==> src/rtl/cdc_fifo_wr_ctrl.sv <==
// Write-domain pointer/flag controller for a dual-clock FIFO: mem_we combinational, flags registered from next pointer.
// Writes are refused while full (wr_ready=0); optional overflow counter under CDC_FIFO_OVF_CNT_EN.
module cdc_fifo_wr_ctrl #(
  parameter int ADDR_WIDTH   = 4,
  parameter int AFULL_THRESH = 12
) (
  input  logic                  clk,
  input  logic                  reset_p,
  input  logic                  wr_req,
  output logic                  wr_ready,
  output logic                  mem_we,
  output logic [ADDR_WIDTH-1:0] mem_waddr,
  output logic [ADDR_WIDTH:0]   wr_ptr_bin,
  input  logic [ADDR_WIDTH:0]   rd_ptr_sync,
  output logic                  full,
  output logic                  almost_full,
  output logic [ADDR_WIDTH:0]   wr_level,
  output logic                  overflow,
  output logic                  ptr_err,
  output logic [7:0]            ovf_count
);

  localparam int PW    = ADDR_WIDTH + 1;
  localparam int DEPTH = 1 << ADDR_WIDTH;
  localparam logic [ADDR_WIDTH:0] DEPTH_L = PW'(DEPTH);
  localparam logic [ADDR_WIDTH:0] AFULL_L = PW'(AFULL_THRESH);

  logic                accept;
  logic [ADDR_WIDTH:0] wr_ptr_nxt;
  logic [ADDR_WIDTH:0] lvl_nxt;

  assign accept     = wr_req & ~full;
  assign wr_ready   = ~full;
  assign mem_we     = accept;
  assign mem_waddr  = wr_ptr_bin[ADDR_WIDTH-1:0];
  assign wr_ptr_nxt = wr_ptr_bin + {{ADDR_WIDTH{1'b0}}, accept};
  // Modular difference yields DEPTH when low bits match and MSBs differ.
  assign lvl_nxt    = wr_ptr_nxt - rd_ptr_sync;

  always_ff @(posedge clk or posedge reset_p) begin
    if (reset_p) begin
      wr_ptr_bin  <= '0;
      full        <= 1'b0;
      almost_full <= 1'b0;
      wr_level    <= '0;
      overflow    <= 1'b0;
      ptr_err     <= 1'b0;
    end else begin
      wr_ptr_bin  <= wr_ptr_nxt;
      wr_level    <= lvl_nxt;
      full        <= (lvl_nxt == DEPTH_L);
      almost_full <= (lvl_nxt >= AFULL_L);
      if (wr_req & full)
        overflow <= 1'b1;
      if (lvl_nxt > DEPTH_L)
        ptr_err <= 1'b1;
    end
  end

`ifdef CDC_FIFO_OVF_CNT_EN
  logic [7:0] ovf_cnt_q;

  // Saturating so a long stall cannot alias back to a small count.
  always_ff @(posedge clk or posedge reset_p) begin
    if (reset_p)
      ovf_cnt_q <= 8'h00;
    else if (wr_req & full && ovf_cnt_q != 8'hFF)
      ovf_cnt_q <= ovf_cnt_q + 8'd1;
  end

  assign ovf_count = ovf_cnt_q;
`else
  assign ovf_count = 8'h00;
`endif

endmodule

==> config.mk <==
export PLATFORM = sky130hd
export DESIGN_NAME = cdc_fifo_wr_ctrl
export DESIGN_NICKNAME = d
export VERILOG_FILES = /design/src/rtl/cdc_fifo_wr_ctrl.sv
export SDC_FILE = /design/constraint.sdc
export NUM_CORES = 1
export LEC_CHECK = 0
export ABC_AREA = 1
export CAP_MARGIN = 20
export CORE_ASPECT_RATIO = 1.1
export CORE_MARGIN = 10
export CORE_UTILIZATION = 30
export CTS_CLUSTER_SIZE = 25
export DETAILED_ROUTE_END_ITERATION = 8
export GPL_TIMING_DRIVEN = 1
export SETUP_SLACK_MARGIN = 0.2
export SYNTH_ARGS = -nofsm -noshare
export SYNTH_HDL_FRONTEND = slang
export SYNTH_SLANG_ARGS = --single-unit
==> constraint.sdc <==
create_clock -name clk -period 2.61 [get_ports clk]
set_input_delay 0.3915 -clock clk [delete_from_list [all_inputs] [get_ports clk]]
set_output_delay 0.3915 -clock clk [all_outputs]
set_load 0.03 [all_outputs]
==> flow_summary.json, run 1 <==
{
  "grt_pass1_wl_um": 2628,
  "crit_required_ns": 2.79,
  "start_util": 0.3138,
  "status": "finished, final reports clean",
  "place_worst_setup_slack_ns": -0.1472,
  "cts_sinks": 14,
  "synth.mux.area_fraction": 0,
  "wl_met1_um": 581,
  "fin_ws_ns": 0.2979,
  "yosysTopAreaCell": "dfrtp_1",
  "fin_crit_sh": 0.8859,
  "synth_compound_area_frac": 0.02215,
  "synth_common_cells": "dfrtp_1 (14), inv_1 (14), buf_4 (12)",
  "maxSlewViolCount": 0,
  "synth_xor_area_frac": 0.04272,
  "gp_congestion": 0.6796,
  "cts_tree": "built",
  "grt_pass1_vias": 614,
  "rows": 19,
  "core_um2": 2520,
  "wl_met2_um": 897,
  "end_kind": "flop",
  "top_layer_used": "met4",
  "synth_simple_gate_area_share": 0.1804,
  "multi_input_area_um2": 390.4,
  "synth_seq_cells": 14,
  "drtIter0Drc": 15,
  "ys_warn_count": 0,
  "clk_pin_slew_ns": 0.09,
  "grt_antenna_before_repair": 0,
  "slew_headroom": 0.6586,
  "cts_htree_levels": 1,
  "ys_types": 21,
  "dieArea_um2": 5092,
  "rsz0062_at_grt": "no",
  "syn_area_um2": 790.8,
  "synth_fa_ha_area_frac": 0.1203,
  "fin_area_um2": 1190,
  "track_usage": 0.06669,
  "regToRegSetupSlack_ns": 0.53,
  "drt_drc_violations_left": 0,
  "cap_violations": 0,
  "postSynthAreaPerCell_um2": 9.527,
  "drive_above_1_share": 0.2783,
  "avgViaCountPerCell": 4.110,
  "post_drt_wl_per_cell_um": 11.54,
  "chipWidth_um": 68.95,
  "critPathArrivalTime_ns": 2.49,
  "hold_class": "input port to async pin",
  "worst_pin_slew_ns": 0.5115,
  "fillers": 255,
  "instances_no_fill": 146,
  "fin_crit_ns": 2.312,
  "r2r_start": "full",
  "grt_overflow": 0,
  "synth-main-ff-cell": "dfrtp_1",
  "setup_viol_count_final": 0,
  "wl_met3_um": 172,
  "rr_worst_depth": 9,
  "totalWireLength_um": 1685,
  "nNetsFinal": 131,
  "drt_pass1_iterations": 4,
  "finalHoldViolCount": 0,
  "synth_top_family_by_area": "buffers and inverters",
  "clock.fmax_mhz": 432.5,
  "final_core_util": 0.4722,
  "yosysSeqAreaShare": 0.4430,
  "io_pins": 36,
  "place_area_um2": 1075,
  "start_kind": "input port",
  "synth_top_area_share": 0.4430,
  "grt_max_degree": 15,
  "ff_latch_area_um2": 351.6,
  "yosys-top-cells-area": "dfrtp_1 (44%), buf_4 (11%), ha_1 (9.5%)",
  "synth-edff-count": 0,
  "ant_nets": 0,
  "vias": 600,
  "diodes": 0,
  "finClkSkew_ns": 0.009531,
  "cts_root_buf": "clkbuf_4",
  "die_h_um": 73.85,
  "path_max_fanout": 2,
  "synthCells": 83,
  "area_delta_synth_final_pct": 50.47,
  "cts_buffers": 3,
  "rr_endpoint": "ptr_err",
  "clk_latency_ns": 0.28,
  "dp_hpwl_um": 1455,
  "cts_buffer_depth": 2,
  "portBuffers": 27,
  "async_flop_share": 1.000,
  "post-place-cells": 140,
  "path_class": "input port to flop"
}
==> worst max path at each step <==
stage,to,slack [ns],start,cells after the start
after floorplan,ptr_err,0.24,full,11
after global placement,ptr_err,-0.14,wr_req,11
after detailed placement,ptr_err,-0.15,wr_req,11
after CTS,ptr_err,0.21,wr_req,13
after global routing,almost_full,0.18,wr_req,14
final,ptr_err,0.30,wr_req,11
==> timing repair <==
| action | in CTS | in global routing |
|---|---|---|
| pin swaps | 5 | 6 |
| buffers inserted | 1 | 1 |
| gates resized for setup | 5 | 11 |
| hold buffers | 0 | 0 |
| hold endpoints to repair | 0 | 0 |
| endpoints found under the setup margin | 2 | 5 |
==> flip-flops by register name, indices dropped and copies added, names as in the netlist <==
register	count
ptr_err	1
full	1
wr_ptr_bin	5
wr_level	5
almost_full	1
overflow	1
==> metrics by stage <==
stage | hold WS (ns) | setup TNS (ns)
5_1_grt | 0.4878 | 0
4_1_cts | 0.4572 | 0
3_5_place_dp | 0.4651 | -0.4583
3_3_place_gp | 0.4582 | -0.3591
2_1_floorplan | 0.2807 | 0
6_report | 0.4396 | 0
==> final cells by class <==
class / instances / area share
multi-input cells: 49 / 0.3281
clock buffers: 4 / 0.03049
repair buffers: 33 / 0.2650
inverters: 15 / 0.04837
well taps: 31 / 0.03260
flip-flops and latches: 14 / 0.2955
==> cells by family after synthesis <==
kind of cell	count (synthesis)
xor gates and xnor gates	3
and+or+nand+nor	28
buffers and inverters	27
AOI/OAI and AO/OA	3
DFF	14
other	1
adders and majority gates	7
==> per-layer routing <==
metal / vias up / global-route usage
met5: - / 0
met4: 0 / 0.04605
met3: 2 / 0.01824
met2: 20 / 0.1098
met1: 278 / 0.07087
li1: 300 / -
==> cell usage in the layout, fill, tap and decap left out, drive strengths merged, types with 2 or more instances in the layout <==
master | netlist | layout
dfrtp | 14 | 14
buf | 12 | 6
clkbuf | 0 | 4
conb | 1 | 8
nor2 | 3 | 3
xor2 | 2 | 2
ha | 6 | 6
a21oi | 2 | 2
clkdlybuf4s50 | 0 | 27
nand2 | 11 | 11
nand3 | 10 | 10
inv | 14 | 14
==> worst max-delay path: stages <==
cell and delay (ns):
clkdlybuf4s50_1 0.47, inv_2 0.05, nor2_4 0.13, ha_4 0.15
ha_2 0.28, fa_2 0.46, or2_4 0.25, nor2_4 0.10
nand3_2 0.10, nand3_2 0.06, nand2_1 0.04
Power of run 1 is left out: the tool's default activity adds up to more than one toggle a clock period on the data nets, which glitch-free logic cannot reach.
==> run 2: changes to the inputs <==
SLEW_MARGIN = 25   (was default)
==> results of run 2 <==
The final DEF is identical to that of run 1; final timing and power are the same.
Power of run 2 is left out for the same reason.
==> run 3: changes to the inputs <==
CORE_UTILIZATION = 40   (was 30)
PLACE_DENSITY = 0.78   (was default)
==> flow_summary.json, run 3 (same netlist as run 1, synthesis figures left out) <==
{
  "gp_congestion": 0.7754,
  "core_um2": 1822,
  "grt_max_degree": 15,
  "start_util": 0.4341,
  "drive_above_1_share": 0.2035,
  "crit_required_ns": 2.80,
  "finalHoldViolCount": 0,
  "track_usage": 0.08389,
  "maxSlewViolCount": 0,
  "hold_class": "input port to async pin",
  "hold_buffers": 0,
  "cts_buffer_depth": 2,
  "cp_top_family": "adder cells",
  "cts_buffers": 3,
  "grt_pass1_wl_um": 2849,
  "pwr_density_cell_nw_per_um2": 1627,
  "io_pins": 36,
  "final_common_cell": "clkdlybuf4s50_1",
  "portBuffers": 27,
  "drtIter0Drc": 9,
  "cts_sinks": 14,
  "grt_overflow": 0,
  "slowest_delay_ns": 0.45,
  "dp_hpwl_um": 1463,
  "fin_setup_tns_ns": 0,
  "slowest_stage": "fa_1",
  "vias": 607,
  "start_kind": "flop",
  "ir_drop_mv": 0.7177,
  "fin_crit_sh": 0.8718,
  "path_class": "flop to flop",
  "slew_headroom": 0.6563,
  "cap_violations": 0,
  "grt_antenna_before_repair": 0,
  "dieArea_um2": 4157,
  "end_kind": "flop",
  "drt_pass1_iterations": 4,
  "busiest_layer": "met2",
  "gr-usage-met2": 0.1513,
  "cts_tree": "built",
  "fin_crit_ns": 2.275,
  "gr-usage-met3": 0.02508,
  "grt_pass1_vias": 631,
  "cts_root_buf": "clkbuf_4",
  "nNetsFinal": 129,
  "worst_pin_slew_ns": 0.5149,
  "area_delta_synth_final_pct": 40.82,
  "status": "finished, final reports clean",
  "cts_htree_levels": 1,
  "rows": 16,
  "post_drt_wl_per_cell_um": 12.58,
  "die_h_um": 66.63,
  "rsz0062_at_grt": "no",
  "chipWidth_um": 62.40,
  "worst-path-buf-inv": 2,
  "reg.largest.list": "wr_level x5, wr_ptr_bin x5",
  "p_leak_nw": 0.5438,
  "finClkSkew_ns": 0.005611,
  "clk_latency_ns": 0.29,
  "clock.fmax_mhz": 439.5,
  "ant_nets": 0,
  "crit_chain": "nor2_4 > ha_2 > inv_1 > ha_2 > inv_2 > fa_1 > or2_2 > nor2_1 > nand3_1 > nand3_1 > nand2_1",
  "setup_viol_count_final": 0,
  "critPathArrivalTime_ns": 2.46,
  "final_core_util": 0.6113,
  "grt.met1_usage": 0.07943,
  "totalWireLength_um": 1761,
  "avgViaCountPerCell": 4.336,
  "diodes": 0,
  "drt_drc_violations_left": 0,
  "clk_pin_slew_ns": 0.09,
  "path_max_fanout": 3,
  "mostFrequentLayoutCells": "clkdlybuf4s50_1 (26), dfrtp_1 (13), inv_1 (12), nand3_1 (10)"
}
-- run 3: worst paths after layout --
path / from / slack [ns] / cells after the start / endpoint
max in group asynchronous: reset_p / 1.79 / 2 / full
max reg2reg: full / 0.33 / 11 / ptr_err
max: full / 0.33 / 11 / ptr_err
min in group clk: overflow / 0.49 / 1 / overflow
min: reset_p / 0.44 / 2 / wr_level[2]
min reg2reg: overflow / 0.49 / 1 / overflow
-- run 3: where the power goes --
part           switching (mW)  leakage [nW]  internal (mW)
Sequential             0.0674         0.161          0.327
Combinational           0.716         0.362          0.544
Clock                  0.0728        0.0210         0.0850
Total                   0.856         0.544          0.956
-- run 3: stage by stage --
step / setup WS, ns / power (mW) / cells / hold slack (ns) / cell area, um2
after global routing: 0.2383 / 1.940 / 140 / 0.5002 / 1114
after detailed placement: -0.1662 / 1.618 / 135 / 0.4660 / 1062
final: 0.3347 / 1.812 / 140 / 0.4420 / 1114
after floorplan: 0.2434 / 1.209 / 90 / 0.2807 / 825.8
after CTS: 0.3600 / 1.812 / 140 / 0.4599 / 1110
after global placement: -0.1263 / 1.592 / 135 / 0.4573 / 1062
-- run 3: routing by layer --
layer | vias to the layer above | share of wire
met1 | 281 | 0.39
met4 | 0 | 0.018
met2 | 26 | 0.52
met5 | - | 0
met3 | 3 | 0.066
li1 | 297 | -
-- run 3: area by class of cell --
type,count,area [um2]
sequential,14,351.6
multi-input combinational,49,335.3
fill,145,708.2
tap,27,33.78
clock buffer,4,36.28
timing repair buffer,31,299.0
inverter,15,57.56
-- run 3: what timing repair did --
item	4_1_cts	5_1_grt
setup endpoints to repair	3	1
gates resized for setup	5	1
pin swaps	4	0
gates cloned	0	0
buffers inserted	1	0
(Power assumes the default switching activity.)
